## src/rtl/reg_scoreboard_if.sv

```systemverilog
// Issue/writeback/kill bus between the decode stage and the register scoreboard.
interface reg_scoreboard_if #(
  parameter int NUM_REGS = 15,
  parameter int STAT_W   = 16
);
  logic                id_valid;
  logic [3:0]          id_src1;
  logic [3:0]          id_src2;
  logic                id_use_src2;
  logic [3:0]          id_dest;
  logic                id_wb_en;
  logic                wb_en;
  logic [3:0]          wb_dest;
  logic                kill_en;
  logic [3:0]          kill_dest;
  logic                stall;
  logic [NUM_REGS-1:0] busy_vec;
  logic [STAT_W-1:0]   stall_cnt;
  logic                err;

  modport master (
    output id_valid, id_src1, id_src2, id_use_src2, id_dest, id_wb_en,
           wb_en, wb_dest, kill_en, kill_dest,
    input  stall, busy_vec, stall_cnt, err
  );

  modport slave (
    input  id_valid, id_src1, id_src2, id_use_src2, id_dest, id_wb_en,
           wb_en, wb_dest, kill_en, kill_dest,
    output stall, busy_vec, stall_cnt, err
  );
endinterface

```

## src/rtl/reg_scoreboard.sv

```systemverilog
// Register scoreboard: per-register pending-write counters, RAW/structural
// hazard stall with same-cycle writeback/kill bypass, stall statistics and a
// sticky protocol-error flag. Index 15 (PC) and any index >= NUM_REGS are
// untracked.
module reg_scoreboard #(
  parameter int NUM_REGS = 15,
  parameter int CNT_W    = 2,
  parameter int STAT_W   = 16
) (
  input  logic             clk,
  input  logic             rst,
  reg_scoreboard_if.slave  bus
);

  localparam int SUM_W = CNT_W + 2;
  localparam logic [CNT_W-1:0] PEND_MAX = '1;

  typedef logic signed [SUM_W-1:0] sum_t;

  localparam sum_t PEND_MAX_S = sum_t'(PEND_MAX);

  function automatic logic [CNT_W-1:0] sat_pend(input sum_t v);
    if (v < 0)          return '0;
    if (v > PEND_MAX_S) return PEND_MAX;
    return v[CNT_W-1:0];
  endfunction

  function automatic logic pend_out_of_range(input sum_t v);
    return (v < 0) || (v > PEND_MAX_S);
  endfunction

  function automatic logic [STAT_W-1:0] sat_inc(input logic [STAT_W-1:0] c);
    return (c == '1) ? c : c + 1'b1;
  endfunction

  logic [CNT_W-1:0]  r_pend [NUM_REGS];
  logic [STAT_W-1:0] r_stall_cnt;
  logic              r_err;

  logic [CNT_W-1:0]    w_pend_next [NUM_REGS];
  logic [NUM_REGS-1:0] w_inc, w_dwb, w_dk;
  logic [NUM_REGS-1:0] w_eff_busy, w_full, w_range_err, w_busy;
  logic                w_raw1, w_raw2, w_struct, w_stall, w_issue;

  genvar gi;
  generate
    for (gi = 0; gi < NUM_REGS; gi++) begin : g_reg
      localparam logic [3:0] IDX = 4'(gi);
      sum_t w_after_dec;
      sum_t w_sum;

      assign w_dwb[gi] = bus.wb_en   && (bus.wb_dest   == IDX);
      assign w_dk[gi]  = bus.kill_en && (bus.kill_dest == IDX);
      assign w_inc[gi] = w_issue && bus.id_wb_en && (bus.id_dest == IDX);

      // Pending count seen by the hazard check once this cycle's writeback
      // and kill have retired (the register file writes on the falling edge).
      assign w_after_dec = sum_t'(r_pend[gi]) - sum_t'(w_dwb[gi]) - sum_t'(w_dk[gi]);
      assign w_sum       = w_after_dec + sum_t'(w_inc[gi]);

      assign w_eff_busy[gi]  = (w_after_dec > 0);
      assign w_full[gi]      = (r_pend[gi] == PEND_MAX);
      assign w_range_err[gi] = pend_out_of_range(w_sum);
      assign w_pend_next[gi] = sat_pend(w_sum);
      assign w_busy[gi]      = |r_pend[gi];
    end
  endgenerate

  // Select the hazard state of the presented source and destination indices.
  always_comb begin
    w_raw1   = 1'b0;
    w_raw2   = 1'b0;
    w_struct = 1'b0;
    for (int i = 0; i < NUM_REGS; i++) begin
      if ((bus.id_src1 == 4'(i)) && w_eff_busy[i])                    w_raw1   = 1'b1;
      if (bus.id_use_src2 && (bus.id_src2 == 4'(i)) && w_eff_busy[i]) w_raw2   = 1'b1;
      if (bus.id_wb_en && (bus.id_dest == 4'(i)) && w_full[i])        w_struct = 1'b1;
    end
  end

  assign w_stall = bus.id_valid && (w_raw1 || w_raw2 || w_struct);
  assign w_issue = bus.id_valid && !w_stall;

  // Pending-write counters: net of issue, writeback and kill, clamped to range.
  always_ff @(posedge clk or posedge rst) begin
    if (rst) begin
      for (int i = 0; i < NUM_REGS; i++) r_pend[i] <= '0;
    end else begin
      for (int i = 0; i < NUM_REGS; i++) r_pend[i] <= w_pend_next[i];
    end
  end

  // Sticky error on any counter under/overflow; saturating stall-cycle count.
  always_ff @(posedge clk or posedge rst) begin
    if (rst) begin
      r_err       <= 1'b0;
      r_stall_cnt <= '0;
    end else begin
      r_err <= r_err | (|w_range_err);
      if (w_stall) r_stall_cnt <= sat_inc(r_stall_cnt);
    end
  end

  assign bus.stall     = w_stall;
  assign bus.busy_vec  = w_busy;
  assign bus.stall_cnt = r_stall_cnt;
  assign bus.err       = r_err;

endmodule

```

## src/flat_wrapper.sv

```systemverilog
// flat-port wrapper written by rule: the top's interface ports become plain ports
module reg_scoreboard_flat 
#(
  parameter int NUM_REGS = 15,
  parameter int CNT_W    = 2,
  parameter int STAT_W   = 16
)
  (clk, rst, bus_id_valid, bus_id_src1, bus_id_src2, bus_id_use_src2, bus_id_dest, bus_id_wb_en, bus_wb_en, bus_wb_dest, bus_kill_en, bus_kill_dest, bus_stall, bus_busy_vec, bus_stall_cnt, bus_err);
  reg_scoreboard_if #(.NUM_REGS(NUM_REGS), .STAT_W(STAT_W)) bus_i ();
  input  logic clk;
  input  logic rst;
  input wire logic [$bits(bus_i.id_valid)-1:0] bus_id_valid;
  input wire logic [$bits(bus_i.id_src1)-1:0] bus_id_src1;
  input wire logic [$bits(bus_i.id_src2)-1:0] bus_id_src2;
  input wire logic [$bits(bus_i.id_use_src2)-1:0] bus_id_use_src2;
  input wire logic [$bits(bus_i.id_dest)-1:0] bus_id_dest;
  input wire logic [$bits(bus_i.id_wb_en)-1:0] bus_id_wb_en;
  input wire logic [$bits(bus_i.wb_en)-1:0] bus_wb_en;
  input wire logic [$bits(bus_i.wb_dest)-1:0] bus_wb_dest;
  input wire logic [$bits(bus_i.kill_en)-1:0] bus_kill_en;
  input wire logic [$bits(bus_i.kill_dest)-1:0] bus_kill_dest;
  output wire logic [$bits(bus_i.stall)-1:0] bus_stall;
  output wire logic [$bits(bus_i.busy_vec)-1:0] bus_busy_vec;
  output wire logic [$bits(bus_i.stall_cnt)-1:0] bus_stall_cnt;
  output wire logic [$bits(bus_i.err)-1:0] bus_err;
  assign bus_i.id_valid = bus_id_valid;
  assign bus_i.id_src1 = bus_id_src1;
  assign bus_i.id_src2 = bus_id_src2;
  assign bus_i.id_use_src2 = bus_id_use_src2;
  assign bus_i.id_dest = bus_id_dest;
  assign bus_i.id_wb_en = bus_id_wb_en;
  assign bus_i.wb_en = bus_wb_en;
  assign bus_i.wb_dest = bus_wb_dest;
  assign bus_i.kill_en = bus_kill_en;
  assign bus_i.kill_dest = bus_kill_dest;
  assign bus_stall = bus_i.stall;
  assign bus_busy_vec = bus_i.busy_vec;
  assign bus_stall_cnt = bus_i.stall_cnt;
  assign bus_err = bus_i.err;
  reg_scoreboard #(.NUM_REGS(NUM_REGS), .CNT_W(CNT_W), .STAT_W(STAT_W)) u_core (.clk(clk), .rst(rst), .bus(bus_i));
endmodule
```

## config.mk

```make
export PLATFORM = sky130hd
export DESIGN_NAME = reg_scoreboard_flat
export DESIGN_NICKNAME = d
export VERILOG_FILES = /design/src/rtl/reg_scoreboard_if.sv /design/src/rtl/reg_scoreboard.sv /design/src/flat_wrapper.sv
export SDC_FILE = /design/constraint.sdc
export NUM_CORES = 1
export LEC_CHECK = 0
export CELL_PAD_IN_SITES_DETAIL_PLACEMENT = 0
export CELL_PAD_IN_SITES_GLOBAL_PLACEMENT = 1
export CORE_MARGIN = 2
export CORE_UTILIZATION = 25
export CTS_CLUSTER_DIAMETER = 200
export DETAILED_ROUTE_END_ITERATION = 10
export GPL_ROUTABILITY_DRIVEN = 0
export GPL_TIMING_DRIVEN = 1
export PLACE_DENSITY_LB_ADDON = 0.25
export RECOVER_POWER = 25
export SLEW_MARGIN = 40
export SYNTH_ARGS = -nofsm -noshare
export SYNTH_HDL_FRONTEND = slang
export SYNTH_SLANG_ARGS = --single-unit
```

## constraint.sdc

```tcl
create_clock -name clk -period 5.15 [get_ports clk]
set_input_delay 0.515 -clock clk [delete_from_list [all_inputs] [get_ports clk]]
set_output_delay 0.515 -clock clk [all_outputs]
set_load 0.05 [all_outputs]
```

==> results.yml, run 1 <==
layout:
  postLayoutCoreUtil_pct: 36.94
  multi_input_area_mm2: 0.003513
  areaGrowthSynthToFinish_pct: 45.42
  final_nets: 848
  drive_gt1_share_pct: 26.27
  diodes: 0
  ff_latch_area_mm2: 0.001176
  fillers: 1920
clock_network:
  cts_tree: "done"
  cts-hold-fix-buffers: 0
  root_buffer: "clkbuf_16"
  clk_path_buf_depth: 2
  clk_pin_slew_ns: 0.08
  htree_levels: 2
  numClockSinks: 47
  worstSkewPairLatency_ns: 0.31
  cts_buffers: 5
route:
  dr_wl_met2_um: 7531
  routed_wl_um: 16050
  met3_length_um: 1008
  num_vias: 4809
  route.detailed.drc: 0
  wl_met1_um: 6983
  viasPerCell: 4.907
  drt_iter0_drc: 219
  avgRoutedWirePerCell_um: 16.37
  first_pass_iters: 4
  highest_layer: "met4"
  drtAntennaViolNets: 0
floorplanning:
  die_h_um: 141.9
  initial_core_util_pct: 25.40
  die_area_mm2: 0.02013
  ioPinCount: 60
  rows: 50
  die_w_um: 141.9
  core_area_mm2: 0.01871
synthesis:
  synthTopCellsByCount: "inv_1 (85), ha_1 (61), dfrtp_1 (47)"
  synth_nets: 683
  synth_top_area_cell: "dfrtp_1"
  seq_area_frac_synth_pct: 24.75
  synthesis.area_mm2: 0.004752
  syn_avg_cell_area_um2: 8.193
  synth_seq_cells: 47
  synth.area.top_cells: "dfrtp_1 (25%), ha_1 (16%), inv_1 (6.7%), fa_1 (6.3%), a21oi_1 (4.2%)"
  yosysUniqueCellTypes: 54
  syn-instance-count: 580
  synth_top_area_share_pct: 24.75
  yosysMostFrequentCell: "inv_1"
  synth_ff_type: "dfrtp_1"
  yosysWarnings: 0
  ys_async_sr_fraction_pct: 100.0
  synth-edff-count: 0
sta:
  tightest_slew_ns: 2.847
  fin_crit_ns: 4.944
  clock.fmax_mhz: 202.3
  finalHoldViolations: 0
  slew_headroom_pct: -89.81
  fin_skew_ns: 0.005860
  setup_viol: 0
  drv_slew: 48
  fin_crit_sh_pct: 96.00
  finalWorstSetupSlack_ns: 0.2062
global_routing:
  grt_overflow: 0
  grt_pass1_wl_um: 25810
  grt_max_degree: 48
  antenna_found_initial: 0
  first_global_vias: 5008
  grt.total_usage_pct: 16.58
worst_setup_path:
  critical_path.max_fanout: 4
  critPathLaunchType: "primary input"
  critPathCaptureType: "register"
  cp.arrival_ns: 5.12
  required_ns: 5.32
  worstSetupPathType: "in -> reg"
outcome:
  violations: "max-capacitance violations, max-slew violations"
  status: "finished, violations left"
place:
  numPortBuffers: 59
  place_hpwl_um: 12820
  place_ws_ns: -0.8221
job:
  maxCapViolations: 1
pwr:
  vdd_drop_max_uv: 359.5
  leakage_nw: 3.199
  power_density_mw_per_mm2: 397.7
min_path:
  hp-class: "reg -> reg"
==> registers in the layout, summed over array words and instances (netlist names) <==
signal                flops
u_core.bus.stall_cnt     16
u_core.r_pend            30
u_core.bus.err            1
==> cell usage in the layout (no fill, tap or decap), drive strengths merged, types with 15 or more instances in the layout <==
master,instances
clkdlybuf4s50,52
dfrtp,47
buf,115
inv,86
nand4,18
nor2,32
nand2,31
nor2b,17
nor3,31
fa,15
nand3,31
o21ai,40
ha,61
a21oi,40
==> layout make-up <==
class	count	share of cell area [%]
Clock buffer	5	1.811
Clock inverter	3	0.3983
Inverter	85	4.617
Multi-Input combinational cell	432	50.84
Sequential cell	47	17.02
Tap cell	234	4.237
Timing Repair Buffer	174	21.08
==> logic make-up (layout without fill, tap and decap cells) <==
kind of cell / count (synthesis) / after routing / synth area share, %
muxes: 6 / 6 / 1.316
xor gates and xnor gates: 20 / 20 / 3.686
DFF: 47 / 47 / 24.75
adders and majority gates: 76 / 76 / 22.38
buffers and inverters: 101 / 267 / 8.662
and+or+nand+nor: 220 / 220 / 25.38
AOI/OAI and AO/OA: 110 / 110 / 13.82
==> routing by layer <==
| layer | up-vias | track usage [%] |
|---|---|---|
| met4 | 0 | 6.211 |
| met3 | 32 | 4.016 |
| met1 | 2299 | 20.85 |
| met5 | - | 0 |
| li1 | 2376 | - |
| met2 | 102 | 27.57 |
==> critical path: stages <==
cell and delay, ns:
clkdlybuf4s50_1 0.47, or3b_2 0.53, nor3_2 0.19, ha_2 0.22, fa_1 0.46, a21oi_2 0.24
a22oi_2 0.11, a2111oi_4 0.43, a2111oi_4 0.10, nand3_2 0.12, buf_4 0.13, nor4_2 0.04
buf_4 0.14, ha_1 0.20, ha_1 0.20, buf_4 0.15, o21ai_1 0.19, nand4_1 0.20
nor4_2 0.36, nand4_1 0.12
==> what timing repair did <==
action | in CTS | in global routing
pin swaps | 19 | 28
gates resized for setup | 50 | 45
buffers inserted | 6 | 5
cloned | 1 | 0
setup endpoints to repair | 4 | 6
==> per-stage QoR <==
stage / setup TNS, ns / total power [W] / instance area (µm²) / hold slack, ns / std cells
2_1_floorplan: 0 / 0.001617 / 4752 / 0.7953 / 580
3_3_place_gp: -4.098 / 0.002206 / 6314 / 0.4864 / 960
3_5_place_dp: -6.655 / 0.002223 / 6314 / 0.4882 / 960
4_1_cts: 0 / 0.002677 / 6674 / 0.5160 / 975
5_1_grt: -0.008954 / 0.002971 / 6910 / 0.5299 / 980
6_report: 0 / 0.002748 / 6910 / 0.5062 / 980
==> final timing paths <==
check	cells after the start	to	slack [ns]	start
max in group asynchronous	3	u_core.r_pend[6]	1.82	rst
setup / recovery	20	u_core.bus.err	0.21	bus_kill_en
setup reg to reg	20	u_core.bus.err	0.80	u_core.r_pend[0]
hold / removal	1	u_core.bus.stall_cnt[15]	0.51	u_core.bus.stall_cnt[15]
min in group asynchronous	3	u_core.r_pend[0]	1.73	rst
hold reg to reg	1	u_core.bus.stall_cnt[15]	0.51	u_core.bus.stall_cnt[15]
==> where the power goes <==
part / switching (W) / total (W) / internal (W)
combinational: 0.00104 / 0.00178 / 0.000735
sequential: 0.0000968 / 0.000614 / 0.000517
clock: 0.000172 / 0.000358 / 0.000186
total: 0.00131 / 0.00275 / 0.00144
Note: power is estimated with default switching activity, not from simulation.
==> run 2, diff against run 1 <==
- TNS_END_PERCENT: unset -> 30
- clock period: 5.15 -> 4.95 ns (I/O delays scaled with it)
==> results.yml, run 2 (synthesis results as in run 1) <==
floorplanning:
  die_w_um: 141.9
  die_area_mm2: 0.02013
  ioPinCount: 60
  die_h_um: 141.9
  initial_core_util_pct: 25.40
  rows: 50
  core_area_mm2: 0.01871
clock_network:
  cts_buffers: 5
  cts_tree: "done"
  clk_pin_slew_ns: 0.07
  htree_levels: 2
  root_buffer: "clkbuf_16"
  worstSkewPairLatency_ns: 0.31
  clk_path_buf_depth: 2
  numClockSinks: 47
sta:
  fin_skew_ns: 0.007414
  drv_slew: 48
  finalWorstSetupSlack_ns: 0.1699
  fin_crit_ns: 4.780
  fin_crit_sh_pct: 96.57
  setup_viol: 0
  slew_headroom_pct: -88.05
  tightest_slew_ns: 2.821
  clock.fmax_mhz: 209.2
  holdWs_ns: 0.4994
  finalHoldViolations: 0
  setup_tns_ns: 0
route:
  wl_met1_um: 7254
  first_pass_iters: 5
  highest_layer: "met4"
  drtAntennaViolNets: 0
  viasPerCell: 4.885
  route.detailed.drc: 0
  drt_iter0_drc: 184
  routed_wl_um: 16340
  avgRoutedWirePerCell_um: 16.54
  met3_length_um: 789
  dr_wl_met2_um: 7860
  num_vias: 4826
layout:
  diodes: 0
  drive_gt1_share_pct: 29.58
  layout_commonest_cell: "buf_4"
  largest_register_ffs: 30
  ff_latch_area_mm2: 0.001176
  fillers: 1891
  final_nets: 856
  regMostFlops: "u_core.r_pend"
  layout_common_cells: "buf_4 (117), inv_1 (84), clkdlybuf4s50_1 (52), dfrtp_1 (47), ha_1 (43)"
  stdcell_area_mm2: 0.007063
  areaGrowthSynthToFinish_pct: 48.63
  multi_input_area_mm2: 0.003617
pwr:
  vdd_drop_max_uv: 343.8
  leakage_nw: 3.209
  power_density_mw_per_mm2: 420.3
  p_total_w: 0.002969
global_routing:
  grt.total_usage_pct: 16.48
  antenna_found_initial: 0
  grt_overflow: 0
  grt_pass1_wl_um: 25560
  grt_max_degree: 48
  first_global_vias: 4948
worst_setup_path:
  r2r_end: "u_core.bus.err"
  worstSetupPathType: "in -> reg"
  critPathCaptureType: "register"
  worst_r2r_path_depth: 19
  rr_startpoint: "u_core.r_pend[26]"
  cp.arrival_ns: 4.95
  critPathLaunchType: "primary input"
  required_ns: 5.12
  critical_path.max_fanout: 5
  r2r_slack_ns: 0.54
place:
  place_hpwl_um: 12920
  place_ws_ns: -0.9238
  place_area_mm2: 0.006344
  numPortBuffers: 59
min_path:
  worst_hold_path.endpoint: "u_core.bus.stall_cnt[3]"
  hp-class: "reg -> reg"
  hold_depth: 1
  hp-start: "u_core.bus.stall_cnt[3]"
job:
  maxCapViolations: 1
outcome:
  violations: "max-capacitance violations, max-slew violations"
  status: "finished, violations left"
[run 2: cell types whose count changed in the layout (fill, tap and decap cells not counted), sizes merged]
cell	previous run	this run
clkbuf	6	11
buf	115	123
dlymetal6s2s	2	0
clkdlybuf4s15	2	0
dlygate4sd2	1	0
[run 2: routing by layer]
layer	track usage, %	up-vias
met2	29.08	107
met5	0	-
met3	3.442	24
met4	4.211	0
met1	20.49	2305
li1	-	2390
[run 2: timing repair]
| item | in CTS | in global routing |
|---|---|---|
| resized for setup | 68 | 60 |
| pin swaps | 30 | 39 |
| hold buffers | 0 | 0 |
| setup endpoints to repair | 23 | 3 |
| buffers inserted | 10 | 7 |
[run 2: where the power goes]
part	leakage (nW)	internal, W	switching [W]
Sequential	0.561	0.000538	0.000104
Clock	0.0723	0.000193	0.000178
Combinational	2.58	0.000838	0.00112
[run 2: layout make-up]
type	instances	share of cell area [%]
Clock buffer	5	1.771
Clock inverter	3	0.3897
Inverter	85	4.517
Multi-Input combinational cell	432	51.21
Sequential cell	47	16.65
Tap cell	234	4.145
Timing Repair Buffer	182	21.31
[run 2: worst max-delay path: stages]
cell,delay (ns)
clkbuf_2,0.11
or3b_4,0.46
nor2_2,0.12
buf_4,0.11
ha_1,0.22
ha_2,0.19
fa_1,0.52
a21oi_2,0.08
a22oi_2,0.22
a2111oi_4,0.11
a2111oi_4,0.36
nand3_2,0.14
buf_6,0.17
or3_4,0.36
nor2b_2,0.13
ha_2,0.21
nor2b_4,0.15
nand3_1,0.08
o21ai_1,0.08
nand4_1,0.18
nor4_2,0.34
nand4_1,0.12
[run 2: how the worst max path moves through the flow]
stage / start / end / slack [ns] / depth (start not counted)
2_1_floorplan: bus_wb_dest[3] / u_core.bus.err / 0.37 / 20
3_3_place_gp: bus_wb_en / u_core.bus.err / -0.76 / 21
3_5_place_dp: bus_wb_en / u_core.bus.err / -0.92 / 21
4_1_cts: bus_wb_dest[1] / u_core.bus.err / 0.008 / 22
5_1_grt: bus_kill_dest[2] / u_core.bus.err / -0.04 / 23
6_report: bus_wb_dest[2] / u_core.bus.err / 0.17 / 22
[run 2: metrics by stage]
stage / utilization, % / std cells
finish: 37.76 / 988
floorplan: - / 580
global placement: 33.91 / 964
detailed placement: 33.91 / 964
CTS: 36.44 / 982
global route: 37.76 / 988
==> run 3, diff against run 2 <==
- CORE_UTILIZATION: 25 -> 43
- PLACE_DENSITY: unset -> 0.88
- PLACE_DENSITY_LB_ADDON: 0.25 -> unset
- SLEW_MARGIN: 40 -> unset
==> results.yml, run 3 (synthesis results as in run 1) <==
outcome:
  status: "finished, violations left"
  violations: "max-capacitance violations, max-slew violations"
sta:
  fin_skew_ns: 0.01404
  slew_headroom_pct: -30.63
  fin_crit_sh_pct: 98.71
  clock.fmax_mhz: 204.7
  finalHoldViolations: 0
  drv_slew: 48
  setup_viol: 0
  tightest_slew_ns: 1.957
  fin_crit_ns: 4.886
layout:
  areaGrowthSynthToFinish_pct: 42.65
  regMostFlops: "u_core.r_pend"
  fillers: 891
  drive_gt1_share_pct: 27.66
  layout_commonest_cell: "buf_4"
  final_nets: 836
  stdcell_area_mm2: 0.006779
  diodes: 0
  stdcell_count: 874
  layout_common_cells: "buf_4 (100), inv_1 (85), clkdlybuf4s50_1 (52), dfrtp_1 (47), ha_1 (41)"
  largest_register_ffs: 30
worst_setup_path:
  max_stage_delay_ns: 0.54
  critPathLaunchType: "primary input"
  worstSetupPathType: "in -> reg"
  cp.arrival_ns: 5.09
  critical_path.max_fanout: 4
  r2r_slack_ns: 0.43
  worstPathCellList: "clkdlybuf4s50_1, nand3b_1, buf_4, nor2_1, ha_2, fa_1, a21oi_2, mux2i_1, o221ai_2, a2111oi_4, nand3_2, buf_6, buf_4, nor4_4, buf_4, ha_1, nor2b_1, nand3_1, o21ai_0, nand4_1, nor4_2, nand4_1"
  required_ns: 5.15
  critPathCaptureType: "register"
  slowest_stage: "fa_1"
  crit_top_cell: "buf_4"
place:
  dp.cells: 853
  numPortBuffers: 59
  place_area_mm2: 0.006098
  place_hpwl_um: 11480
route:
  dr_wl_met2_um: 7331
  num_vias: 4960
  avgRoutedWirePerCell_um: 17.36
  drtAntennaViolNets: 0
  met3_length_um: 926
  highest_layer: "met4"
  drt_iter0_drc: 336
  routed_wl_um: 15170
  viasPerCell: 5.675
  route.detailed.drc: 0
  first_pass_iters: 5
  wl_met1_um: 6378
min_path:
  hp-class: "reg -> reg"
clock_network:
  clk_pin_slew_ns: 0.11
  cts_tree: "done"
  clk_path_buf_depth: 2
  numClockSinks: 47
  htree_levels: 2
  worstSkewPairLatency_ns: 0.33
  root_buffer: "clkbuf_8"
  cts_buffers: 5
pwr:
  p_total_w: 0.002841
  pwr-share-seq_pct: 22.4
  leakage_nw: 3.097
  p_comb_share_pct: 68.0
  vdd_drop_max_uv: 359.1
  p_int_w: 0.001454
  clockPowerShare_pct: 9.6
  power_density_mw_per_mm2: 419.1
  power.switching_w: 0.001387
  p_sw_share_pct: 48.82
floorplanning:
  die_w_um: 109.1
  ioPinCount: 60
  die_h_um: 109.1
  core_area_mm2: 0.01079
  initial_core_util_pct: 44.03
  rows: 38
  die_area_mm2: 0.01191
global_routing:
  grt_max_degree: 48
  first_global_vias: 4981
  grt_pass1_wl_um: 24220
  grt_overflow: 0
  grt.total_usage_pct: 26.21
  antenna_found_initial: 0
job:
  maxCapViolations: 1
==> run 3: cell types whose count changed in the layout (fill, tap and decap cells not counted), sizes merged <==
cell / change
inv: +1
clkinv: -1
clkbuf: -3
buf: -17
==> run 3: worst paths after layout <==
kind | startpoint | end | depth (start not counted)
max | bus_kill_dest[2] | u_core.bus.err | 22
min reg2reg | u_core.bus.stall_cnt[11] | u_core.bus.stall_cnt[11] | 1
max reg2reg | u_core.r_pend[8] | u_core.bus.err | 20
max in group asynchronous | rst | u_core.r_pend[6] | 2
min in group asynchronous | rst | u_core.r_pend[4] | 2
min | u_core.bus.stall_cnt[11] | u_core.bus.stall_cnt[11] | 1
==> run 3: per-layer routing <==
metal | global-route usage [%] | vias to the layer above
li1 | - | 2360
met1 | 33.91 | 2366
met2 | 44.19 | 181
met3 | 3.586 | 53
met4 | 10.26 | 0
met5 | 0 | -
==> run 3: power by group through the flow <==
stage               Sequential, W  Clock [W]  Combinational, W
floorplan                0.000715          0          0.000967
global placement         0.000637          0           0.00163
detailed placement       0.000641          0           0.00168
CTS                      0.000634   0.000272           0.00179
global route             0.000655   0.000291           0.00209
finish                   0.000636   0.000273           0.00193
==> run 3: timing repair <==
action	4_1_cts	5_1_grt
gates resized for setup	76	59
pin swaps	27	31
setup endpoints to repair	29	2
setup buffers	5	9
hold buffers	0	0
==> run 3: layout make-up <==
| class | count | area [µm²] | area share [%] |
|---|---|---|---|
| Inverter | 85 | 319.1 | 4.707 |
| Clock inverter | 3 | 25.02 | 0.3691 |
| Timing Repair Buffer | 162 | 1351 | 19.93 |
| Clock buffer | 5 | 68.82 | 1.015 |
| Tap cell | 140 | 175.2 | 2.584 |
| Multi-Input combinational cell | 432 | 3664 | 54.04 |
| Sequential cell | 47 | 1176 | 17.35 |
==> run 3: critical path: cells and delay by family <==
family | cells | cell delay (ns)
compound gates | 4 | 0.82
mux | 1 | 0.25
buf+inv | 5 | 1.13
fa+ha+maj | 3 | 0.88
simple gates | 9 | 1.50
==> run 3: per-stage QoR <==
step / TNS [ns] / hold slack, ns / worst slack (ns) / utilization, %
floorplan: 0 / 0.7953 / 0.3687 / -
global placement: -13.50 / 0.4857 / -0.9928 / 56.50
detailed placement: -16.63 / 0.4813 / -1.133 / 56.50
CTS: 0 / 0.5007 / 0.01394 / 60.28
global route: -0.08231 / 0.5196 / -0.08231 / 62.81
finish: 0 / 0.4984 / 0.06399 / 62.81
